## src/rtl/spi_recv.sv

```systemverilog
// SPI-slave receive path (mode 0): oversampled in axi_aclk, bytes deserialised MSB-first and
// delivered as an AXI4-Stream master through a {last,data} FIFO.
module spi_recv #(
   parameter int unsigned FIFO_DEPTH  = 16,
   parameter int unsigned SYNC_STAGES = 2
) (
   input  logic       axi_aclk,
   input  logic       axi_areset,
   input  logic       spi_clk,
   input  logic       spi_mosi,
   input  logic       spi_cs,
   output logic [7:0] axis_wdata,
   output logic       axis_wvalid,
   input  logic       axis_wready,
   output logic       axis_wlast,
   output logic       overflow,
   output logic       frame_err
);

   localparam int unsigned AW = $clog2(FIFO_DEPTH);

   typedef enum logic [1:0] {StIdle, StActive, StEnd} state_e;

   logic [SYNC_STAGES-1:0] sclk_sync_q, mosi_sync_q, cs_sync_q;
   logic                   sclk_prev_q, cs_prev_q;
   logic                   sclk_s, mosi_s, cs_s;
   logic                   sclk_rise, cs_rise, cs_fall;

   state_e     state_q;
   logic [2:0] bit_cnt_q;
   logic [7:0] shift_q, hold_q, push_data_q;
   logic       hold_vld_q, push_q, push_last_q, frame_err_q;
   logic [7:0] new_byte;

   logic [8:0]    mem_q [FIFO_DEPTH];
   logic [AW-1:0] wr_ptr_q, rd_ptr_q;
   logic [AW:0]   count_q;
   logic          overflow_q, full, pop, accept;

   assign sclk_s    = sclk_sync_q[SYNC_STAGES-1];
   assign mosi_s    = mosi_sync_q[SYNC_STAGES-1];
   assign cs_s      = cs_sync_q[SYNC_STAGES-1];
   assign sclk_rise = sclk_s & ~sclk_prev_q;
   assign cs_rise   = cs_s & ~cs_prev_q;
   assign cs_fall   = ~cs_s & cs_prev_q;
   assign new_byte  = {shift_q[6:0], mosi_s};

   always_ff @(posedge axi_aclk or posedge axi_areset) begin
      if (axi_areset) begin
         sclk_sync_q <= '0;
         mosi_sync_q <= '0;
         cs_sync_q   <= '0;
         sclk_prev_q <= 1'b0;
         cs_prev_q   <= 1'b0;
      end else begin
         sclk_sync_q <= {sclk_sync_q[SYNC_STAGES-2:0], spi_clk};
         mosi_sync_q <= {mosi_sync_q[SYNC_STAGES-2:0], spi_mosi};
         cs_sync_q   <= {cs_sync_q[SYNC_STAGES-2:0], spi_cs};
         sclk_prev_q <= sclk_s;
         cs_prev_q   <= cs_s;
      end
   end

   // A completed byte waits in hold until we know whether it is the frame's last one.
   always_ff @(posedge axi_aclk or posedge axi_areset) begin
      if (axi_areset) begin
         state_q     <= StIdle;
         bit_cnt_q   <= 3'd0;
         shift_q     <= 8'd0;
         hold_q      <= 8'd0;
         hold_vld_q  <= 1'b0;
         push_q      <= 1'b0;
         push_last_q <= 1'b0;
         push_data_q <= 8'd0;
         frame_err_q <= 1'b0;
      end else begin
         push_q      <= 1'b0;
         frame_err_q <= 1'b0;
         unique case (state_q)
            StIdle: begin
               if (cs_rise) begin
                  bit_cnt_q <= 3'd0;
                  shift_q   <= 8'd0;
                  state_q   <= StActive;
               end
            end
            StActive: begin
               if (cs_fall) begin
                  state_q <= StEnd;
               end else if (sclk_rise) begin
                  shift_q   <= new_byte;
                  bit_cnt_q <= bit_cnt_q + 3'd1;
                  if (bit_cnt_q == 3'd7) begin
                     if (hold_vld_q) begin
                        push_q      <= 1'b1;
                        push_last_q <= 1'b0;
                        push_data_q <= hold_q;
                     end
                     hold_q     <= new_byte;
                     hold_vld_q <= 1'b1;
                  end
               end
            end
            StEnd: begin
               if (hold_vld_q) begin
                  push_q      <= 1'b1;
                  push_last_q <= 1'b1;
                  push_data_q <= hold_q;
                  hold_vld_q  <= 1'b0;
               end
               frame_err_q <= (bit_cnt_q != 3'd0);
               state_q     <= StIdle;
            end
            default: state_q <= StIdle;
         endcase
      end
   end

   assign full   = (32'(count_q) == FIFO_DEPTH);
   assign pop    = axis_wvalid & axis_wready;
   // A simultaneous pop frees the slot, so a push into a full FIFO still lands.
   assign accept = push_q & (~full | pop);

   always_ff @(posedge axi_aclk or posedge axi_areset) begin
      if (axi_areset) begin
         for (int i = 0; i < FIFO_DEPTH; i++) mem_q[i] <= '0;
         wr_ptr_q   <= '0;
         rd_ptr_q   <= '0;
         count_q    <= '0;
         overflow_q <= 1'b0;
      end else begin
         if (accept) begin
            mem_q[wr_ptr_q] <= {push_last_q, push_data_q};
            wr_ptr_q        <= wr_ptr_q + 1'b1;
         end
         if (pop) rd_ptr_q <= rd_ptr_q + 1'b1;
         if (accept && !pop) count_q <= count_q + 1'b1;
         else if (!accept && pop) count_q <= count_q - 1'b1;
         if (push_q && !accept) overflow_q <= 1'b1;
      end
   end

   assign axis_wvalid = (count_q != '0);
   assign axis_wdata  = mem_q[rd_ptr_q][7:0];
   assign axis_wlast  = mem_q[rd_ptr_q][8];
   assign overflow    = overflow_q;
   assign frame_err   = frame_err_q;

endmodule

```

## config.mk

```make
export PLATFORM = sky130hd
export DESIGN_NAME = spi_recv
export DESIGN_NICKNAME = d
export VERILOG_FILES = /design/src/rtl/spi_recv.sv
export SDC_FILE = /design/constraint.sdc
export NUM_CORES = 1
export LEC_CHECK = 0
export CORE_AREA = 2 2 215 175
export CTS_CLUSTER_DIAMETER = 100
export DETAILED_ROUTE_END_ITERATION = 12
export DIE_AREA = 0 0 217 177
export DONT_BUFFER_PORTS = 1
export GPL_TIMING_DRIVEN = 0
export MAX_ROUTING_LAYER = met4
export PLACE_DENSITY_LB_ADDON = 0.05
export SLEW_MARGIN = 0
export SYNTH_ARGS = -nofsm -noshare
export SYNTH_HDL_FRONTEND = slang
export SYNTH_SLANG_ARGS = --single-unit
```

## constraint.sdc

```tcl
create_clock -name axi_aclk -period 7.6 [get_ports axi_aclk]
set_input_delay 0.76 -clock axi_aclk [delete_from_list [all_inputs] [get_ports axi_aclk]]
set_output_delay 0.76 -clock axi_aclk [all_outputs]
set_load 0.02 [all_outputs]
```

# After elaboration in Yosys (flattened, before gate mapping)
# Cells that the tools add are included.
[word_totals]
regBits = 198
out_inout_bits = 12
inputBits = 6
[op_classes]
bitwise_logic = 13
n_lt_le_gt_ge = 3
mux = 40
n_reduce_logical = 17
eq_ne = 11
n_addsub = 5
[op_table]
columns = ["operator", "count"]
rows = [
  ["$bwmux W144", 1],
  ["$bmux W9 S4", 1],
  ["$demux W9 S4", 1],
  ["$mux W8", 4],
  ["$mux W9", 3],
  ["$mux W7", 3],
  ["$pmux W8 S2", 1],
  ["$ne A2 B2 Y1 const B", 7],
  ["$pmux W7 S2", 1],
  ["$mux W1", 13],
  ["$reduce_and A4 Y1", 3],
  ["$ge A5 B5 Y1 const B", 2],
  ["$mux W5", 2],
  ["$not A4 Y5", 2],
  ["$mux W3", 3],
  ["$add A4 B1 Y4 const B", 2],
  ["$pmux W1 S2", 3],
  ["$pmux W3 S2", 1],
  ["$reduce_and A6 Y1", 1],
  ["$reduce_bool A2 Y1", 3],
  ["$add A5 B1 Y5 const B", 1],
  ["$and A1 B1 Y1", 5],
  ["$eq A5 B5 Y1 const B", 1],
  ["$lt A5 B1 Y1 const B", 1],
  ["15 further kinds", 24],
]

# Longest topological paths before layout
# Gate-level depths: netlist (run 1).
[logic_depth]
word_depth = 8
ltp_mapped = 11

# Worst setup path after synthesis (run 1)
# OpenSTA, ideal clock, no wires.
[synth_timing]
path_kind = "register -> register"
from = "reg count_q[0]"
to = "reg count_q[4]"
arrival_time_ps = 2691
stages_incl_launch_ff = 12
period_less_slack_ps = 2837
setup_slack_ps = 4763
required_ps = 7454
path_cell_list = "dfrtp_1 > or4_1 > buf_4 > o21ai_0 > inv_1 > ha_1 > inv_1 > ha_1 > nor2b_1 > o21a_1 > o211ai_1 > o311ai_0"
[synth_between]
elab_chain_cells = 7
elab_cells_between_ends = 15
classes_between = "add/sub: 2; eq/ne: 1; mux: 2; bitwise: 4; reduce/logical: 6"
[synth_rtl]
columns = ["item", "line_no", "text"]
rows = [
  ["start, declared", "37", "logic [AW:0] count_q;"],
  ["start signal, assigned", "137", "if (accept && !pop) count_q <= count_q + 1'b1;"],
  ["start signal, assigned", "138", "else if (!accept && pop) count_q <= count_q - 1'b1;"],
  ["$reduce_bool A5 Y1 / $eq A5 B5 Y1 (equally long branches)", "143, 119", ""],
  ["$and A1 B1 Y1 / $not A1 Y1 (equally long branches)", "120, 122", ""],
  ["$or A1 B1 Y1 (*)", "122", "assign accept = push_q & (~full | pop);"],
  ["$and A1 B1 Y1 (*)", "122", ""],
  ["via accept", "38", "logic overflow_q, full, pop, accept;"],
  ["$logic_not A1 Y1", "138", ""],
  ["$logic_and A1 B1 Y1", "138", ""],
  ["$reduce_bool A2 Y1 (no source line)", "--", ""],
]
# Mark *: on every way through the listed nets, which the timed path passes. The rest lies on a longest branch. The select of a mux whose other input is x is not followed.
# A chain may end at the register's enable or synchronous reset.

# Worst setup path after layout (run 1)
[layout_timing]
from = "reg rd_ptr_q[1]"
to = "out axis_wdata[4]"
[layout_between]
elab_chain_cells = 4
[layout_rtl]
columns = ["item", "line_no", "text"]
rows = [
  ["start, declared", "36", "logic [AW-1:0] wr_ptr_q, rd_ptr_q;"],
  ["start signal, assigned", "136", "if (pop) rd_ptr_q <= rd_ptr_q + 1'b1;"],
  ["$not A4 Y5 (not written as such)", "144", "assign axis_wdata = mem_q[rd_ptr_q][7:0];"],
  ["$bmux W9 S4", "144", ""],
  ["$mux W9 (2 in a row)", "--", ""],
  ["end, declared", "12", "output logic [7:0] axis_wdata,"],
]
# Every way passes these cells. The select of a mux whose other input is x is not followed.

==> run summary, run 1 <==
Status: finished clean
Post-DRT Antenna Nets: 0
CP cell instances: buf_1, clkbuf_1, mux4_2, a22oi_1, nand2_1
Setup_tns: 0 ns
Area grow syn2layout: 14.2%
Setup Slack @ Placement: 4.02 ns
Fillers: 3708
Maximum vdd drop: 110 uV
Register bit count reported by yosys: 198
CTS tree: done
Drt pass-1 iters: 4
Hpwl dp: 15.2 mm
Nets@finish: 656
Net count after synthesis: 636
Multi-input gate area: 3790 um2
Ys flop type: dfrtp_1
Hold Violations, Final: 0
Post-Route Utilization: 0.280
Number of buffers added on ports: 0
Top cells by area, synth: dfrtp_1 55%, mux2_2 18%, mux4_2 9.1%
Drt wl/cell: 19.7 um
Combinational share of power: 0.199
Slew margin rel.: 0.206
Share of cells above drive strength 1: 0.365
Max_cap viols: 0
Leakage: 4.68 nW
RSZ-0062 raised after global routing: no
Slew @ Worst Pin: 1.19 ns
First-pass GRT wire length: 35.0 mm
Sw frac: 0.307
Number of H-tree levels: 4
Post CTS Setup Buffer Count: 0
Row count: 63
TritonCTS Buffers: 17
WL final: 22.3 mm
Clock sinks: 198
Die area: 38400 um2
Tot GR Track Use: 0.130
Longest Clk Path Bufs: 2
Die H: 177 um
Post-synth top area cell: dfrtp_1
Via-to-Cell Ratio: 4.42
Max FO, Critical Path: 10
Nature of the critical path startpoint: flip-flop
Cts hold-fix bufs: 0
Die width: 217 um
Slew Limit Fails: 0
Iter 0 DRT Violations: 295
Achievable frequency: 253 MHz
Yosys top cell area share: 0.554
CP peak stage delay: 0.77 ns
Largest net degree at the start of global routing: 115
Vias in the first global route: 5459
EDFF count, synth: 0
Area of the mapped netlist: 8950 um2
# IOs: 18
YS warnings: 0
Slowest CP cell: clkbuf_1
Diode count: 0
Worst Setup End Kind: primary output
Avg Cell Area, Syn: 14.6 um2
Seq. cell area: 4950 um2
P_sw: 0.808 mW
RePlAce Congestion: 0.690
Fin crit share: 0.519
Cts repair resizes: 0
Initial antenna violation count: 0
Worst-path clk slew: 0.08 ns
Clk_lat worst skew: 0.45 ns
PwrDens: 257 nW/um2
Internal: 1.82 mW
Root buf cell: clkbuf_16
# setup viols final: 0
Sequential share of the synthesized area: 0.554
WP data arrival: 3.19 ns
Reg power frac: 0.433
WP data required: 6.84 ns
Skew final: 0.0123 ns
Worst Path Class, Setup: flip-flop to primary output
Initial Utilization: 0.246
Gr ovfl total: 0
Asr flop ratio synth: 1.00
Via count: 5010
DRC errors left: 0
Count of cell types in the netlist: 44
Hold crit path type: input pin to async pin
Crit path time final: 3.95 ns
Post-synthesis cell count: 613
Core ar.: 36400 um2
WHS: 0.243 ns
Worst Slack Setup Final: 3.65 ns
Clock power share: 0.368
## final cells by class
cell class,instances,share of cell area
timing repair buffer,1,0.00269
buffer,30,0.0118
sequential,198,0.485
multi-input combinational,363,0.371
inverter,22,0.00882
clock inverter,13,0.0167
tap,487,0.0597
clock buffer,19,0.0443
## power by group through the flow
stage          Combinational (mW)  Clock, mW  Sequential, mW
2_1_floorplan               0.379          0            1.14
3_3_place_gp                0.540          0            1.16
3_5_place_dp                0.546          0            1.16
4_1_cts                     0.546       1.01            1.14
5_1_grt                     0.595       1.06            1.15
6_report                    0.524      0.968            1.14
## critical path, delay by kind of cell (launching register included)
family          cells  cell delay (ns)
flops               1             0.43
simple gates        1             0.23
compound gates      1             0.27
buf+inv             2             1.35
mux                 1             0.43
## cells in the mapped netlist, types with 3 or more instances
library cell and instances:
a21oi_1 6, a22oi_1 18, buf_1 15, buf_2 3
clkbuf_1 11, dfrtp_1 198, ha_1 16, inv_1 22
mux2_1 12, mux2_2 140, mux2i_1 11, mux4_2 36
nand2_1 39, nand2b_1 9, nand3_1 3, nor2_1 5
nor2_2 9, nor2_4 3, nor2b_1 5, nor3_2 3
o211ai_1 3, o211ai_2 3, o21ai_0 11, xnor2_1 6
xor2_1 3
## cells in the final DEF, fill, tap and decap left out, types with 5 or more instances in the layout
cell type   count
nand2_1        39
buf_1          15
mux2_1         12
nor2_2          9
xnor2_1         6
dfrtp_1       198
o21ai_0        11
clkinvlp_4      5
mux4_2         36
inv_1          21
nor2_1          5
ha_1           16
clkbuf_1       11
mux2_2        140
mux2i_1        11
nand2b_1        9
a22oi_1        18
clkbuf_16      17
a21oi_1         6
nor2b_1         5
## sequential cells by signal, indices dropped and copies added, names as in the netlist, 2 cells and up
signal and count:
sclk_sync_q 2, hold_q 8, mem_q 144, shift_q 7, count_q 5, bit_cnt_q 3, state_q 2, mosi_sync_q 2
rd_ptr_q 4, wr_ptr_q 4, push_data_q 8, cs_sync_q 2
## through the flow
| stage | area, um2 | power (mW) | std cells |
|---|---|---|---|
| after CTS | 10200 | 2.69 | 1133 |
| after detailed placement | 9590 | 1.70 | 1101 |
| after global placement | 9560 | 1.70 | 1100 |
| after floorplan | 8950 | 1.52 | 613 |
| final | 10200 | 2.63 | 1133 |
| after global routing | 10200 | 2.80 | 1133 |
## cell families (layout without fill, tap and decap cells)
kind of cell | count (synthesis) | after routing | share of synthesized area
xor gates and xnor gates | 9 | 9 | 0.00881
and+or+nand+nor | 85 | 85 | 0.0510
DFF | 198 | 198 | 0.554
AOI/OAI and AO/OA | 51 | 51 | 0.0415
buffers and inverters | 52 | 85 | 0.0227
adders and majority gates | 17 | 17 | 0.0246
muxes | 201 | 201 | 0.298
## worst paths after layout
check	start	endpoint	slack (ns)	depth (start not counted)
min reg2reg	sclk_sync_q[0]	sclk_sync_q[1]	0.35	0
max reg2reg	count_q[0]	count_q[4]	4.46	11
min	axi_areset	count_q[2]	0.24	1
min in group axi_aclk	spi_cs	cs_sync_q[0]	0.33	0
max	rd_ptr_q[1]	axis_wdata[4]	3.65	5
max in group asynchronous	axi_areset	mem_q[38]	6.35	2
## metal layers
metal	vias up	share of wire	wire length [um]	global-route usage
met5	-	0	0	-
met4	0	0.0096	215	0.0325
met3	16	0.030	676	0.0326
met2	34	0.47	10400	0.195
met1	2698	0.49	11000	0.175
li1	2262	-	-	-
Power figures use the tool's default switching activity.
==> run 2: changes to the inputs <==
clock period = 3.75 ns   (was 7.6 ns; I/O delays follow)
==> run 2 against run 1 <==
  * Via count increased by 0.60%
  * Core utilization increased by 0.32 points
  * First-iteration DRC count decreased by 35%
  * Sequential power increased by 100%
  * Hold slack improved by 0.030 ns
  * Critical path depth unchanged
  * Sequential share of layout area decreased by 0.55 points
  * Clock-buffer cell count increased by 1
==> run summary, run 2 (synthesized netlist as in run 1, its figures left out) <==
Status: finished clean
Most common cell after layout, fill and taps aside: dfrtp_1
Slew @ Worst Pin: 1.14 ns
Worst Reg2Reg Path Length in Cells: 11
Skew final: 0.00960 ns
Nets@finish: 664
Worst Setup End Kind: primary output
Setup_tns: 0 ns
Sw frac: 0.302
Slew Limit Fails: 0
Diode count: 0
# IOs: 18
WP data required: 3.38 ns
DRC errors left: 0
CTS tree: done
Post-Route Utilization: 0.284
Leakage: 4.75 nW
Hpwl dp: 15.8 mm
TritonCTS Buffers: 17
Nature of the critical path startpoint: flip-flop
PwrDens: 520 nW/um2
Initial Utilization: 0.246
Fillers: 3694
Initial antenna violation count: 0
Post-DP Area: 9660 um2
Post CTS Setup Buffer Count: 0
Clk_lat worst skew: 0.44 ns
Share of cells above drive strength 1: 0.369
Reg2reg setup slack: 0.58 ns
RePlAce Congestion: 0.706
Vias in the first global route: 5502
Final instance area: 10300 um2
Biggest regs: mem_q: 144 flops, hold_q: 8 flops, push_data_q: 8 flops
Worst Hold Depth: 2
Core ar.: 36400 um2
Flip-flop count of the largest register after layout: 144
Hold Violations, Final: 0
Crit path time final: 3.47 ns
Die area: 38400 um2
Gr ovfl total: 0
Reg2reg end: count_q[4]
Drt pass-1 iters: 4
Drt wl/cell: 19.9 um
Area grow syn2layout: 15.5%
Die width: 217 um
Longest Clk Path Bufs: 2
Max FO, Critical Path: 10
Number of H-tree levels: 4
P_sw: 1.62 mW
Total Power: 5.37 mW
Worst-path clk slew: 0.07 ns
Critical Path Start: rd_ptr_q[1]
Post-DRT Antenna Nets: 0
Row count: 63
Reg power frac: 0.429
RSZ-0062 raised after global routing: no
Largest register by flop count: mem_q
Combinational share of power: 0.205
Fin crit share: 0.926
Largest net degree at the start of global routing: 44
Via count: 5040
Number of buffers added on ports: 0
Root buf cell: clkbuf_16
Achievable frequency: 288 MHz
Tot GR Track Use: 0.130
Slew margin rel.: 0.234
First-pass GRT wire length: 35.2 mm
Iter 0 DRT Violations: 193
RR Startpoint: count_q[0]
Clock sinks: 198
Internal: 3.75 mW
Hold crit path type: input pin to flip-flop
Die H: 177 um
Most frequent cells in the layout: 198 x dfrtp_1, 140 x mux2_2, 39 x nand2_1
Worst Path Class, Setup: flip-flop to primary output
Via-to-Cell Ratio: 4.42
Max_cap viols: 0
WL final: 22.7 mm
Maximum vdd drop: 236 uV
Clock power share: 0.367
# setup viols final: 0
WP data arrival: 3.10 ns
Crit path to: axis_wdata[2]
-- run 2: worst min path at each step --
stage	start	end	slack, ns
6_report	axis_wready	rd_ptr_q[0]	0.27
5_1_grt	axis_wready	rd_ptr_q[0]	0.28
4_1_cts	axis_wready	rd_ptr_q[0]	0.26
3_5_place_dp	cs_sync_q[0]	cs_sync_q[1]	0.33
3_3_place_gp	sclk_sync_q[0]	sclk_sync_q[1]	0.34
2_1_floorplan	cs_sync_q[0]	cs_sync_q[1]	0.33
-- run 2: through the flow --
step / hold slack (ns) / setup slack, ns / std cells
after detailed placement: 0.335 / 0.535 / 1105
after global routing: 0.283 / 0.0434 / 1141
after global placement: 0.338 / -0.461 / 1100
final: 0.274 / 0.277 / 1141
after CTS: 0.259 / 0.0245 / 1141
after floorplan: 0.331 / 0.815 / 613
-- run 2: routing by layer --
layer	global-route usage	up-vias	wire length, um
met4	0.0294	0	178
met2	0.199	43	10500
met5	-	-	0
met1	0.173	2714	11200
li1	-	2272	-
met3	0.0344	11	719
-- run 2: critical path, stage by stage, from the launching register on --
cell     delay, ns
dfrtp_1       0.42
buf_1         0.62
buf_1         0.71
mux4_2        0.44
a22oi_1       0.23
nand2_1       0.23
-- run 2: timing repair --
action | in CTS | in global routing
hold buffers | 4 | 0
gates resized for setup | 0 | 6
setup endpoints to repair | 0 | 6
hold endpoints to repair | 26 | 0
-- run 2: area by class of cell --
class / count / area, um2 / area share
clock buffers: 20 / 447 / 0.0432
inverters: 22 / 86.3 / 0.00836
clock inverters: 12 / 175 / 0.0170
flip-flops and latches: 198 / 4950 / 0.480
well taps: 487 / 609 / 0.0590
repair buffers: 9 / 140 / 0.0136
multi-input cells: 363 / 3790 / 0.367
plain buffers: 30 / 130 / 0.0126
-- run 2: power groups by stage --
stage	Combinational (mW)	Clock [mW]	Sequential (mW)
6_report	1.10	1.97	2.30
5_1_grt	1.22	2.14	2.32
4_1_cts	1.13	2.05	2.30
3_5_place_dp	1.12	0	2.34
3_3_place_gp	1.10	0	2.35
2_1_floorplan	0.768	0	2.32
